<file path="config.mk">
export PLATFORM = sky130hd
export DESIGN_NAME = riscv_multi_cycle
export DESIGN_NICKNAME = d
export VERILOG_FILES = /design/src/rtl/riscv_multi_cycle.sv
export SDC_FILE = /design/constraint.sdc
export NUM_CORES = 2
export LEC_CHECK = 0
export BUFFER_PORTS_ARGS = -buffer_cell sky130_fd_sc_hd__buf_2
export CORE_UTILIZATION = 46
export CTS_CLUSTER_DIAMETER = 50
export CTS_CLUSTER_SIZE = 8
export DETAILED_ROUTE_END_ITERATION = 16
export PLACE_DENSITY_LB_ADDON = 0.05
export SLEW_MARGIN = 10
export SYNTH_ARGS = -nofsm -noshare
export SYNTH_HDL_FRONTEND = slang
export SYNTH_SLANG_ARGS = --single-unit
export TNS_END_PERCENT = 1
</file>
<file path="constraint.sdc">
create_clock -name clk -period 5.5 [get_ports clk]
set_clock_uncertainty 0.15 [all_clocks]
set_input_delay 1.375 -clock clk [delete_from_list [all_inputs] [get_ports clk]]
set_output_delay 1.375 -clock clk [all_outputs]
set_load 0.02 [all_outputs]
</file>
<file path="src/rtl/riscv_multi_cycle.sv">
// rtl/riscv_multi_cycle.sv - multi-cycle RV32I-subset core with a shared valid/ready memory port
module riscv_multi_cycle #(
    parameter logic [31:0] RESET_PC         = 32'h0000_0000,
    parameter bit          HALT_ON_MISALIGN = 1'b1
) (
    input  logic        clk,
    input  logic        rst,
    output logic        mem_valid,
    output logic        mem_we,
    output logic [31:0] mem_addr,
    output logic [31:0] mem_wdata,
    input  logic [31:0] mem_rdata,
    input  logic        mem_ready,
    output logic        instr_retired,
    output logic        halted,
    output logic [31:0] pc_dbg
);

    localparam logic [6:0] OP_R   = 7'b0110011;
    localparam logic [6:0] OP_I   = 7'b0010011;
    localparam logic [6:0] OP_LD  = 7'b0000011;
    localparam logic [6:0] OP_ST  = 7'b0100011;
    localparam logic [6:0] OP_BR  = 7'b1100011;
    localparam logic [6:0] OP_JAL = 7'b1101111;

    typedef enum logic [3:0] {
        S_FETCH, S_DECODE, S_EXEC_R, S_EXEC_I, S_MEMADR, S_MEMRD,
        S_MEMWR, S_ALUWB, S_MEMWB, S_BRANCH, S_JAL, S_HALT
    } state_t;

    state_t      r_state;
    state_t      w_next_state;

    logic [31:0] r_pc;
    logic [31:0] r_old_pc;
    logic [31:0] r_ir;
    logic [31:0] r_a;
    logic [31:0] r_b;
    logic [31:0] r_imm;
    logic [31:0] r_alu_out;
    logic [31:0] r_mdr;
    logic [31:0] r_regs [0:31];

    // Instruction fields
    logic [6:0]  w_opcode;
    logic [4:0]  w_rd;
    logic [4:0]  w_rs1;
    logic [4:0]  w_rs2;
    logic [2:0]  w_funct3;
    logic [6:0]  w_funct7;

    assign w_opcode = r_ir[6:0];
    assign w_rd     = r_ir[11:7];
    assign w_funct3 = r_ir[14:12];
    assign w_rs1    = r_ir[19:15];
    assign w_rs2    = r_ir[24:20];
    assign w_funct7 = r_ir[31:25];

    // Immediates, all sign-extended from instruction bit 31
    logic [31:0] w_imm_i;
    logic [31:0] w_imm_s;
    logic [31:0] w_imm_b;
    logic [31:0] w_imm_j;

    assign w_imm_i = {{20{r_ir[31]}}, r_ir[31:20]};
    assign w_imm_s = {{20{r_ir[31]}}, r_ir[31:25], r_ir[11:7]};
    assign w_imm_b = {{19{r_ir[31]}}, r_ir[31], r_ir[7], r_ir[30:25], r_ir[11:8], 1'b0};
    assign w_imm_j = {{11{r_ir[31]}}, r_ir[31], r_ir[19:12], r_ir[20], r_ir[30:21], 1'b0};

    // Legal-encoding decode; anything not matched here halts the core
    logic w_alu_f3_ok;
    logic w_is_r;
    logic w_is_i;
    logic w_is_lw;
    logic w_is_sw;
    logic w_is_br;
    logic w_is_jal;

    assign w_alu_f3_ok = (w_funct3 == 3'b000) || (w_funct3 == 3'b111) ||
                         (w_funct3 == 3'b110) || (w_funct3 == 3'b010);
    assign w_is_r   = (w_opcode == OP_R) &&
                      (((w_funct7 == 7'b0000000) && w_alu_f3_ok) ||
                       ((w_funct7 == 7'b0100000) && (w_funct3 == 3'b000)));
    assign w_is_i   = (w_opcode == OP_I) && w_alu_f3_ok;
    assign w_is_lw  = (w_opcode == OP_LD) && (w_funct3 == 3'b010);
    assign w_is_sw  = (w_opcode == OP_ST) && (w_funct3 == 3'b010);
    assign w_is_br  = (w_opcode == OP_BR) && (w_funct3[2:1] == 2'b00);
    assign w_is_jal = (w_opcode == OP_JAL);

    // Register-file read ports; x0 always reads zero
    logic [31:0] w_rs1_val;
    logic [31:0] w_rs2_val;

    assign w_rs1_val = (w_rs1 == 5'd0) ? 32'd0 : r_regs[w_rs1];
    assign w_rs2_val = (w_rs2 == 5'd0) ? 32'd0 : r_regs[w_rs2];

    // ALU, address generation, branch compare and PC targets
    logic [31:0] w_alu_b;
    logic        w_alu_sub;
    logic [31:0] w_alu_result;
    logic [31:0] w_agen;
    logic        w_agen_misalign;
    logic        w_fetch_misalign;
    logic        w_br_taken;
    logic [31:0] w_target;
    logic [31:0] w_link;
    logic [31:0] w_imm_sel;

    assign w_alu_b          = (r_state == S_EXEC_R) ? r_b : r_imm;
    assign w_alu_sub        = (r_state == S_EXEC_R) && r_ir[30];
    assign w_agen           = r_a + r_imm;
    assign w_agen_misalign  = HALT_ON_MISALIGN && (w_agen[1:0] != 2'b00);
    assign w_fetch_misalign = HALT_ON_MISALIGN && (r_pc[1:0] != 2'b00);
    assign w_br_taken       = w_funct3[0] ? (r_a != r_b) : (r_a == r_b);
    assign w_target         = r_old_pc + r_imm;
    assign w_link           = r_old_pc + 32'd4;

    // ALU operation selected by funct3; bit 30 picks sub only for R-type
    always_comb begin
        w_alu_result = r_a + w_alu_b;
        case (w_funct3)
            3'b000:  w_alu_result = w_alu_sub ? (r_a - w_alu_b) : (r_a + w_alu_b);
            3'b111:  w_alu_result = r_a & w_alu_b;
            3'b110:  w_alu_result = r_a | w_alu_b;
            3'b010:  w_alu_result = {31'd0, $signed(r_a) < $signed(w_alu_b)};
            default: w_alu_result = r_a + w_alu_b;
        endcase
    end

    // Immediate format chosen by opcode while decoding
    always_comb begin
        w_imm_sel = w_imm_i;
        case (w_opcode)
            OP_ST:   w_imm_sel = w_imm_s;
            OP_BR:   w_imm_sel = w_imm_b;
            OP_JAL:  w_imm_sel = w_imm_j;
            default: w_imm_sel = w_imm_i;
        endcase
    end

    // FSM state register
    always_ff @(posedge clk) begin
        if (rst) begin
            r_state <= S_FETCH;
        end else begin
            r_state <= w_next_state;
        end
    end

    // FSM next-state logic; memory states hold until mem_ready
    always_comb begin
        w_next_state = r_state;
        case (r_state)
            S_FETCH: begin
                if (w_fetch_misalign) begin
                    w_next_state = S_HALT;
                end else if (mem_ready) begin
                    w_next_state = S_DECODE;
                end
            end
            S_DECODE: begin
                if (w_is_r)                    w_next_state = S_EXEC_R;
                else if (w_is_i)               w_next_state = S_EXEC_I;
                else if (w_is_lw || w_is_sw)   w_next_state = S_MEMADR;
                else if (w_is_br)              w_next_state = S_BRANCH;
                else if (w_is_jal)             w_next_state = S_JAL;
                else                           w_next_state = S_HALT;
            end
            S_EXEC_R, S_EXEC_I: w_next_state = S_ALUWB;
            S_MEMADR: begin
                if (w_agen_misalign)   w_next_state = S_HALT;
                else if (w_is_lw)      w_next_state = S_MEMRD;
                else                   w_next_state = S_MEMWR;
            end
            S_MEMRD:  if (mem_ready) w_next_state = S_MEMWB;
            S_MEMWR:  if (mem_ready) w_next_state = S_FETCH;
            S_ALUWB, S_MEMWB, S_BRANCH, S_JAL: w_next_state = S_FETCH;
            S_HALT:   w_next_state = S_HALT;
            default:  w_next_state = S_HALT;
        endcase
    end

    // FSM outputs: memory request, retire strobe and register write control
    logic        w_req;
    logic [31:0] w_req_addr;
    logic        w_rf_we;
    logic [31:0] w_rf_wdata;

    always_comb begin
        w_req         = 1'b0;
        w_req_addr    = r_alu_out;
        w_rf_we       = 1'b0;
        w_rf_wdata    = r_alu_out;
        instr_retired = 1'b0;
        case (r_state)
            S_FETCH: begin
                w_req      = !w_fetch_misalign;
                w_req_addr = r_pc;
            end
            S_MEMRD:  w_req = 1'b1;
            S_MEMWR: begin
                w_req         = 1'b1;
                instr_retired = mem_ready;
            end
            S_ALUWB: begin
                w_rf_we       = 1'b1;
                instr_retired = 1'b1;
            end
            S_MEMWB: begin
                w_rf_we       = 1'b1;
                w_rf_wdata    = r_mdr;
                instr_retired = 1'b1;
            end
            S_BRANCH: instr_retired = 1'b1;
            S_JAL: begin
                w_rf_we       = 1'b1;
                w_rf_wdata    = w_link;
                instr_retired = 1'b1;
            end
            default: ;
        endcase
        // Reset suppresses requests and retirement; x0 never takes a write
        if (rst) begin
            w_req         = 1'b0;
            instr_retired = 1'b0;
        end
        w_rf_we   = w_rf_we && (w_rd != 5'd0);
        mem_valid = w_req;
        mem_we    = w_req && (r_state == S_MEMWR);
        mem_addr  = w_req ? {w_req_addr[31:2], 2'b00} : 32'd0;
        mem_wdata = (w_req && (r_state == S_MEMWR)) ? r_b : 32'd0;
        halted    = (r_state == S_HALT);
    end

    assign pc_dbg = r_pc;

    // Datapath registers and register file, updated per FSM state
    always_ff @(posedge clk) begin
        if (rst) begin
            r_pc      <= RESET_PC;
            r_old_pc  <= 32'd0;
            r_ir      <= 32'd0;
            r_a       <= 32'd0;
            r_b       <= 32'd0;
            r_imm     <= 32'd0;
            r_alu_out <= 32'd0;
            r_mdr     <= 32'd0;
            for (int i = 0; i < 32; i++) begin
                r_regs[i] <= 32'd0;
            end
        end else begin
            case (r_state)
                S_FETCH: begin
                    if (!w_fetch_misalign && mem_ready) begin
                        r_ir     <= mem_rdata;
                        r_old_pc <= r_pc;
                        r_pc     <= r_pc + 32'd4;
                    end
                end
                S_DECODE: begin
                    r_a   <= w_rs1_val;
                    r_b   <= w_rs2_val;
                    r_imm <= w_imm_sel;
                end
                S_EXEC_R, S_EXEC_I: r_alu_out <= w_alu_result;
                S_MEMADR: r_alu_out <= w_agen;
                S_MEMRD:  if (mem_ready) r_mdr <= mem_rdata;
                S_BRANCH: if (w_br_taken) r_pc <= w_target;
                S_JAL:    r_pc <= w_target;
                default: ;
            endcase
            if (w_rf_we) begin
                r_regs[w_rd] <= w_rf_wdata;
            end
        end
    end

endmodule
</file>
# == Word-level counts from Yosys, hierarchy flattened ==
# Memories as Yosys holds them, arrays and structs flattened. A register that Yosys moved wholly into a read port is not among the register bits.
# Index checks and enable logic that the tools add are counted.
# totals
rom_bits,0
latch_bits,0
wordCells,128
mem_count,1
input_bits,35
register_bits,249
ram_bits,1024
# mem_list
memory,words,width,read_ports,rd_clocked_by_memory_dff,wr,line_no,rtl
r_regs,32,32,2,2,32,42,logic [31:0] r_regs [0:31];
# classes
eq_ne,28
bitwise,2
muxes,44
magnitude_cmp,1
mul,0
shift,0
div_mod_pow,0
n_reduce_logical,37
addsub,6
# op_table
op,n
32-bit 2-to-1 mux,10
32-bit one-hot mux with 2 select lines,2
32-bit one-hot mux with 4 select lines,1
32-bit adder,3
32-bit one-hot mux with 3 select lines,1
32-bit by 3-bit adder with 32-bit output (second input constant),2
20-bit one-hot mux with 3 select lines,1
32-bit AND,1
32-bit == test,1
32-bit < comparator,1
4-bit 2-to-1 mux,8
32-bit inequality test,1
32-bit bitwise OR,1
32-bit OR reduction,1
32-bit subtractor,1
4-bit one-hot mux with 7 select lines,1
5-bit 2-to-1 mux,5
7-bit by 6-bit == test with 1-bit output (second input constant),3
4-bit by 3-bit == test with 1-bit output (second input constant),4
4-bit == test (second input constant),4
7-bit == test (second input constant),2
1-bit logical AND,11
1-bit 2-to-1 mux,11
5-bit logical NOT,2
24 further kinds,40

# == Depth between registers and ports, before layout ==
# logic_depth
depth_word,9
ltp_mapped,19

# == Worst setup path after synthesis ==
# Ideal clock, no wire load.
# synth_path
path_type,reg-to-reg
startpoint,register r_state[0]
endpoint,register r_alu_out[29]
n_path_buf,3
t_arrival_ns,4.141
path_slack_ns,1.129
period_less_slack_ns,4.371
path_stages_with_launch,18
t_required_ns,5.271
setup_time_ns,0.079
cell_sequence,dfxtp_1 -> clkbuf_1 -> nor4b_4 -> clkbuf_1 -> mux2_2 -> inv_1 -> ha_1 -> buf_2 -> nor4_1 -> and4_1 -> and3_1 -> a21boi_2 -> o311ai_4 -> a2111oi_2 -> mux2i_1 -> and3_1 -> o211ai_1 -> a211oi_2
# synth_via
elab_chain_cells,6
word_cells_on_any_way,14
# synth_rtl
element,line_no,rtl
"start, declared",31,state_t r_state;
"start signal, assigned",146,r_state <= w_next_state;
4-bit by 2-bit == test with 1-bit output,"109, 110, 252",
32-bit 2-to-1 mux,109,assign w_alu_b = (r_state == S_EXEC_R) ? r_b : r_imm;
32-bit adder / 32-bit subtractor (equally long branches),"122, 126",
32-bit 2-to-1 mux,122,3'b000: w_alu_result = w_alu_sub ? (r_a - w_alu_b) : (r_a + w_alu_b);
32-bit one-hot mux with 4 select lines,121,case (w_funct3)
32-bit one-hot mux with 2 select lines,252,case (r_state)
"end signal, assigned",265,"S_EXEC_R, S_EXEC_I: r_alu_out <= w_alu_result;"
"end signal, assigned",266,S_MEMADR: r_alu_out <= w_agen;
"end, declared",40,logic [31:0] r_alu_out;
# Parallel ways exist; a longest one is shown, timed or not.
# A chain may end at the register's enable or synchronous reset.

# == Worst setup path in the final report ==
# layout_path
startpoint,register r_state[3]
endpoint,register r_alu_out[29]
# The elaborated chain is that of the path after synthesis.

==> results by group <==
Critical path
  • Worst R2R Start: r_state[3]$_SDFFE_PP0P_
  • Maximum fanout encountered on the critical timing path: 36
  • Startpoint types: register
  • Cell-by-cell trace of the critical path: nor4b_4 > buf_12 > mux2_2 > inv_1 > ha_1 > nor4_1 > and4_1 > and3_1 > a21boi_2 > o311ai_4 > a2111oi_2 > mux2i_1 > and3_1 > o211ai_1 > a211oi_2
  • Endpoint of the most critical register-to-register path: r_alu_out[29]$_SDFFE_PP0N_
  • Endpoint kind of the worst setup timing path: register
  • Worst R2R Path Depth: 15
  • Required @ worst endpoint: 6.04 ns
  • Worst-path cell with the longest stage delay: nor4_1
  • Crit path DAT: 5.21 ns
  • Slowest Stage Delay on Critical Path: 0.56 ns
  • Setup slack on the worst flop-to-flop path: 0.83 ns
  • Most frequent CP cell: and3_1
  • Path type of the worst setup path: register to register

Routing
  • # DRC: 0
  • Number of nets with antenna violations after detailed routing: 0
  • Routed WL per cell: 33.3 um
  • Total via count in the routed design: 54.1k
  • Total wire length after detailed routing: 276 mm
  • Initial drt markers: 6,854
  • Via/cell ratio: 6.54
  • Initial DRT Pass Iterations: 9

Finish
  • Layout cell share with drive strength beyond 1: 0.224
  • Area grow syn2layout: 14.0%
  • Post-layout net count: 6,333

Synth
  • Post-Syn Area per Cell: 11.9 um^2
  • Post-synthesis cell count: 6,057
  • Top FF cell, synth: edfxtp_1
  • Sequential cell area fraction in the yosys report: 0.500
  • Fraction of post-synthesis cell area in the top cell type by area: 0.428
  • Count of flip-flops with a built-in enable after synthesis: 1,024
  • Warnings from Yosys: 0
  • Number of library cell types mapped by synthesis: 93
  • Flip-flop and latch count after synthesis: 1,283
  • Largest area contributor in the synthesized netlist: edfxtp_1
  • Async S/R FF share, synth: 0
  • Cells taking the most area after synthesis: edfxtp_1 (43%), mux4_2 (20%), dfxtp_1 (7.2%)
  • Synthesized cell area: 71,800 um^2

Floorplan
  • Core ar.: 155,000 um^2
  • X dimension of the die: 397 um
  • Die height: 397 um
  • Standard-cell rows: 144
  • # IOs: 135
  • Area enclosed by the die boundary: 158,000 um^2
  • Initial Utilization: 0.465

CTS
  • Post-cts gate resize count: 0
  • Total CTS buffers: 195
  • Clock latency on the worst-skew pair: 0.84 ns
  • Cell at the root of the clock tree: clkbuf_16
  • TritonCTS clock tree: done
  • Clock-pin slew on the worst setup and hold paths: 0.05 ns
  • Maximum level of the CTS H-tree: 4
  • Number of buffers inserted by hold repair at cts: 0
  • Number of setup buffers added after CTS: 0
  • Clock Sinks: 1,283
  • Longest Clk Path Bufs: 3

Status
  • Status: complete, no violations

Power
  • Overall power after layout: 36.6 mW
  • Lkg Pwr: 27.5 nW
  • Max VDD drop: 0.000332 V
  • Power density relative to cell area: 447 nW/um^2

Global route
  • Total grt overflow: 0
  • Pin count of the biggest net entering global routing: 178
  • Vias in the first global route: 52.8k
  • Wire length of the first global-routing pass: 389 mm
  • Overall Global Routing Usage: 0.348
  • Antenna violations before repair: 9

STA
  • Top achievable clock speed: 0.214 GHz
  • Final-layout setup total negative slack: 0 ns
  • Relative slew slack: 0.220
  • Total of endpoints with negative setup slack in the final report: 0
  • Worst Slack Setup Final: 0.829 ns
  • Pins over their slew limit: 0
  • RSZ-0062 raised after global routing: false
  • Share of the clock period used by the worst path: 0.849
  • Time the worst path needs with I/O delays and setup: 4.67 ns
  • Final hold violations: 0
  • Hold Worst Slack: 0.305 ns
  • Worst Tran Pin Value: 1.17 ns

Placed design
  • Number of port buffers: 132
  • Worst setup timing slack at the placement stage: 0.921 ns
  • Gpl congestion: 1.01
  • Final HPWL from detailed placement: 179 mm

Worst hold path
  • Worst hold path cell count: 2
  • Capture endpoint of the worst hold path: r_mdr[2]$_SDFFE_PP0P_
  • Worst hold path startpoint: r_mdr[2]$_SDFFE_PP0P_
  • Hold Crit Class: register to register

Run
  • Maximum Capacitance Violations: 0
[metal layers]
layer,part of all wire,global-route usage,vias up
li1,-,-,22682
met1,0.38,0.450,27807
met2,0.48,0.564,2961
met3,0.088,0.0630,672
met4,0.056,0.176,10
met5,0.00020,0,-
[registers in the layout (all words and copies together), names as in the netlist, named ones only]
register,flops
r_b,32
r_state,4
r_mdr,32
r_alu_out,32
r_old_pc,32
r_imm,21
r_a,32
r_regs,1024
r_ir,32
pc_dbg,32
[per-stage QoR]
stage | area, um^2 | util | cells
CTS | 81800 | 0.529 | 8269
finish | 81800 | 0.529 | 8272
floorplan | 71900 | - | 6090
global placement | 76100 | 0.492 | 7980
detailed placement | 76100 | 0.492 | 7980
global route | 81800 | 0.529 | 8269
[where the power goes]
part	total (mW)	internal (mW)	switching, mW
logic	12.9	4.81	8.09
registers	12.3	11.1	1.26
clock network	11.3	6.85	4.49
total	36.6	22.7	13.8
[Yosys cell counts (24+ instances only)]
library cell / number
a211oi_1: 37
edfxtp_1: 1024
nand2b_1: 24
nor3_1: 48
xnor2_1: 108
nand3_1: 66
o21ai_0: 146
buf_1: 93
nor2_1: 1301
o22ai_1: 26
a21o_1: 41
and2_1: 43
mux4_2: 640
clkbuf_1: 420
dfxtp_1: 259
a221oi_1: 24
xor2_1: 41
nand4_1: 30
nand2_1: 499
a21oi_1: 429
a31oi_1: 24
inv_1: 131
ha_1: 161
mux2i_1: 80
[cell families after synthesis]
| logic type | share of synthesized area |
|---|---|
| buffers and inverters | 0.0350 |
| multiplexers | 0.215 |
| other | 0.0000522 |
| flip-flops | 0.500 |
| AO/OA/AOI/OAI | 0.0784 |
| adder cells (fa/ha/maj) | 0.0292 |
| XOR/XNOR | 0.0182 |
| AND/OR/NAND/NOR | 0.124 |
[cell usage in the layout, fill, tap and decap left out, types with 22 or more instances in the layout]
cell / Yosys / layout
nor2b_1: 22 / 22
o22ai_1: 26 / 26
conb_1: 1 / 34
and2_1: 43 / 43
edfxtp_1: 1024 / 1024
nand4_1: 30 / 30
clkbuf_1: 420 / 49
inv_1: 131 / 130
mux2i_1: 80 / 80
nand2_2: 0 / 60
nor3_1: 48 / 46
buf_2: 12 / 131
a21o_1: 41 / 41
clkbuf_16: 0 / 199
buf_4: 2 / 189
nor2_1: 1301 / 1301
a211oi_1: 37 / 37
nand2_1: 499 / 439
buf_12: 0 / 53
ha_1: 161 / 161
xnor2_1: 108 / 108
a31oi_1: 24 / 24
dfxtp_1: 259 / 249
nand3_1: 66 / 63
a21oi_1: 429 / 423
xor2_1: 41 / 41
o21ai_0: 146 / 145
nand2b_1: 24 / 23
mux4_2: 640 / 640
[cell type report]
type / instances / area [um^2]
clock buffers: 256 / 5270
well taps: 2044 / 2560
flip-flops and latches: 1283 / 36000
diodes: 3 / 7.51
clock inverters: 33 / 450
repair buffers: 374 / 3150
multi-input cells: 4146 / 33900
fillers: 13303 / 72800
inverters: 133 / 499
[worst max-delay path, delay by kind of cell (launching register included)]
family	cells	cell delay [ns]
adders and majority gates	1	0.39
DFF	1	0.34
and+or+nand+nor	5	1.51
AOI/OAI and AO/OA	5	1.20
buffers and inverters	2	0.35
muxes	2	0.60
[worst max path at each step]
stage | start | end | depth (start not counted)
6_report | r_state[3]$_SDFFE_PP0P_ | r_alu_out[29]$_SDFFE_PP0N_ | 15
4_1_cts | r_state[3]$_SDFFE_PP0P_ | r_alu_out[29]$_SDFFE_PP0N_ | 15
5_1_grt | r_state[3]$_SDFFE_PP0P_ | r_alu_out[29]$_SDFFE_PP0N_ | 15
2_1_floorplan | r_state[0]$_SDFFE_PP0P_ | r_alu_out[29]$_SDFFE_PP0N_ | 17
3_5_place_dp | r_state[3]$_SDFFE_PP0P_ | r_alu_out[29]$_SDFFE_PP0N_ | 15
3_3_place_gp | r_state[3]$_SDFFE_PP0P_ | r_alu_out[23]$_SDFFE_PP0N_ | 15
Power figures use the tool's default switching activity.
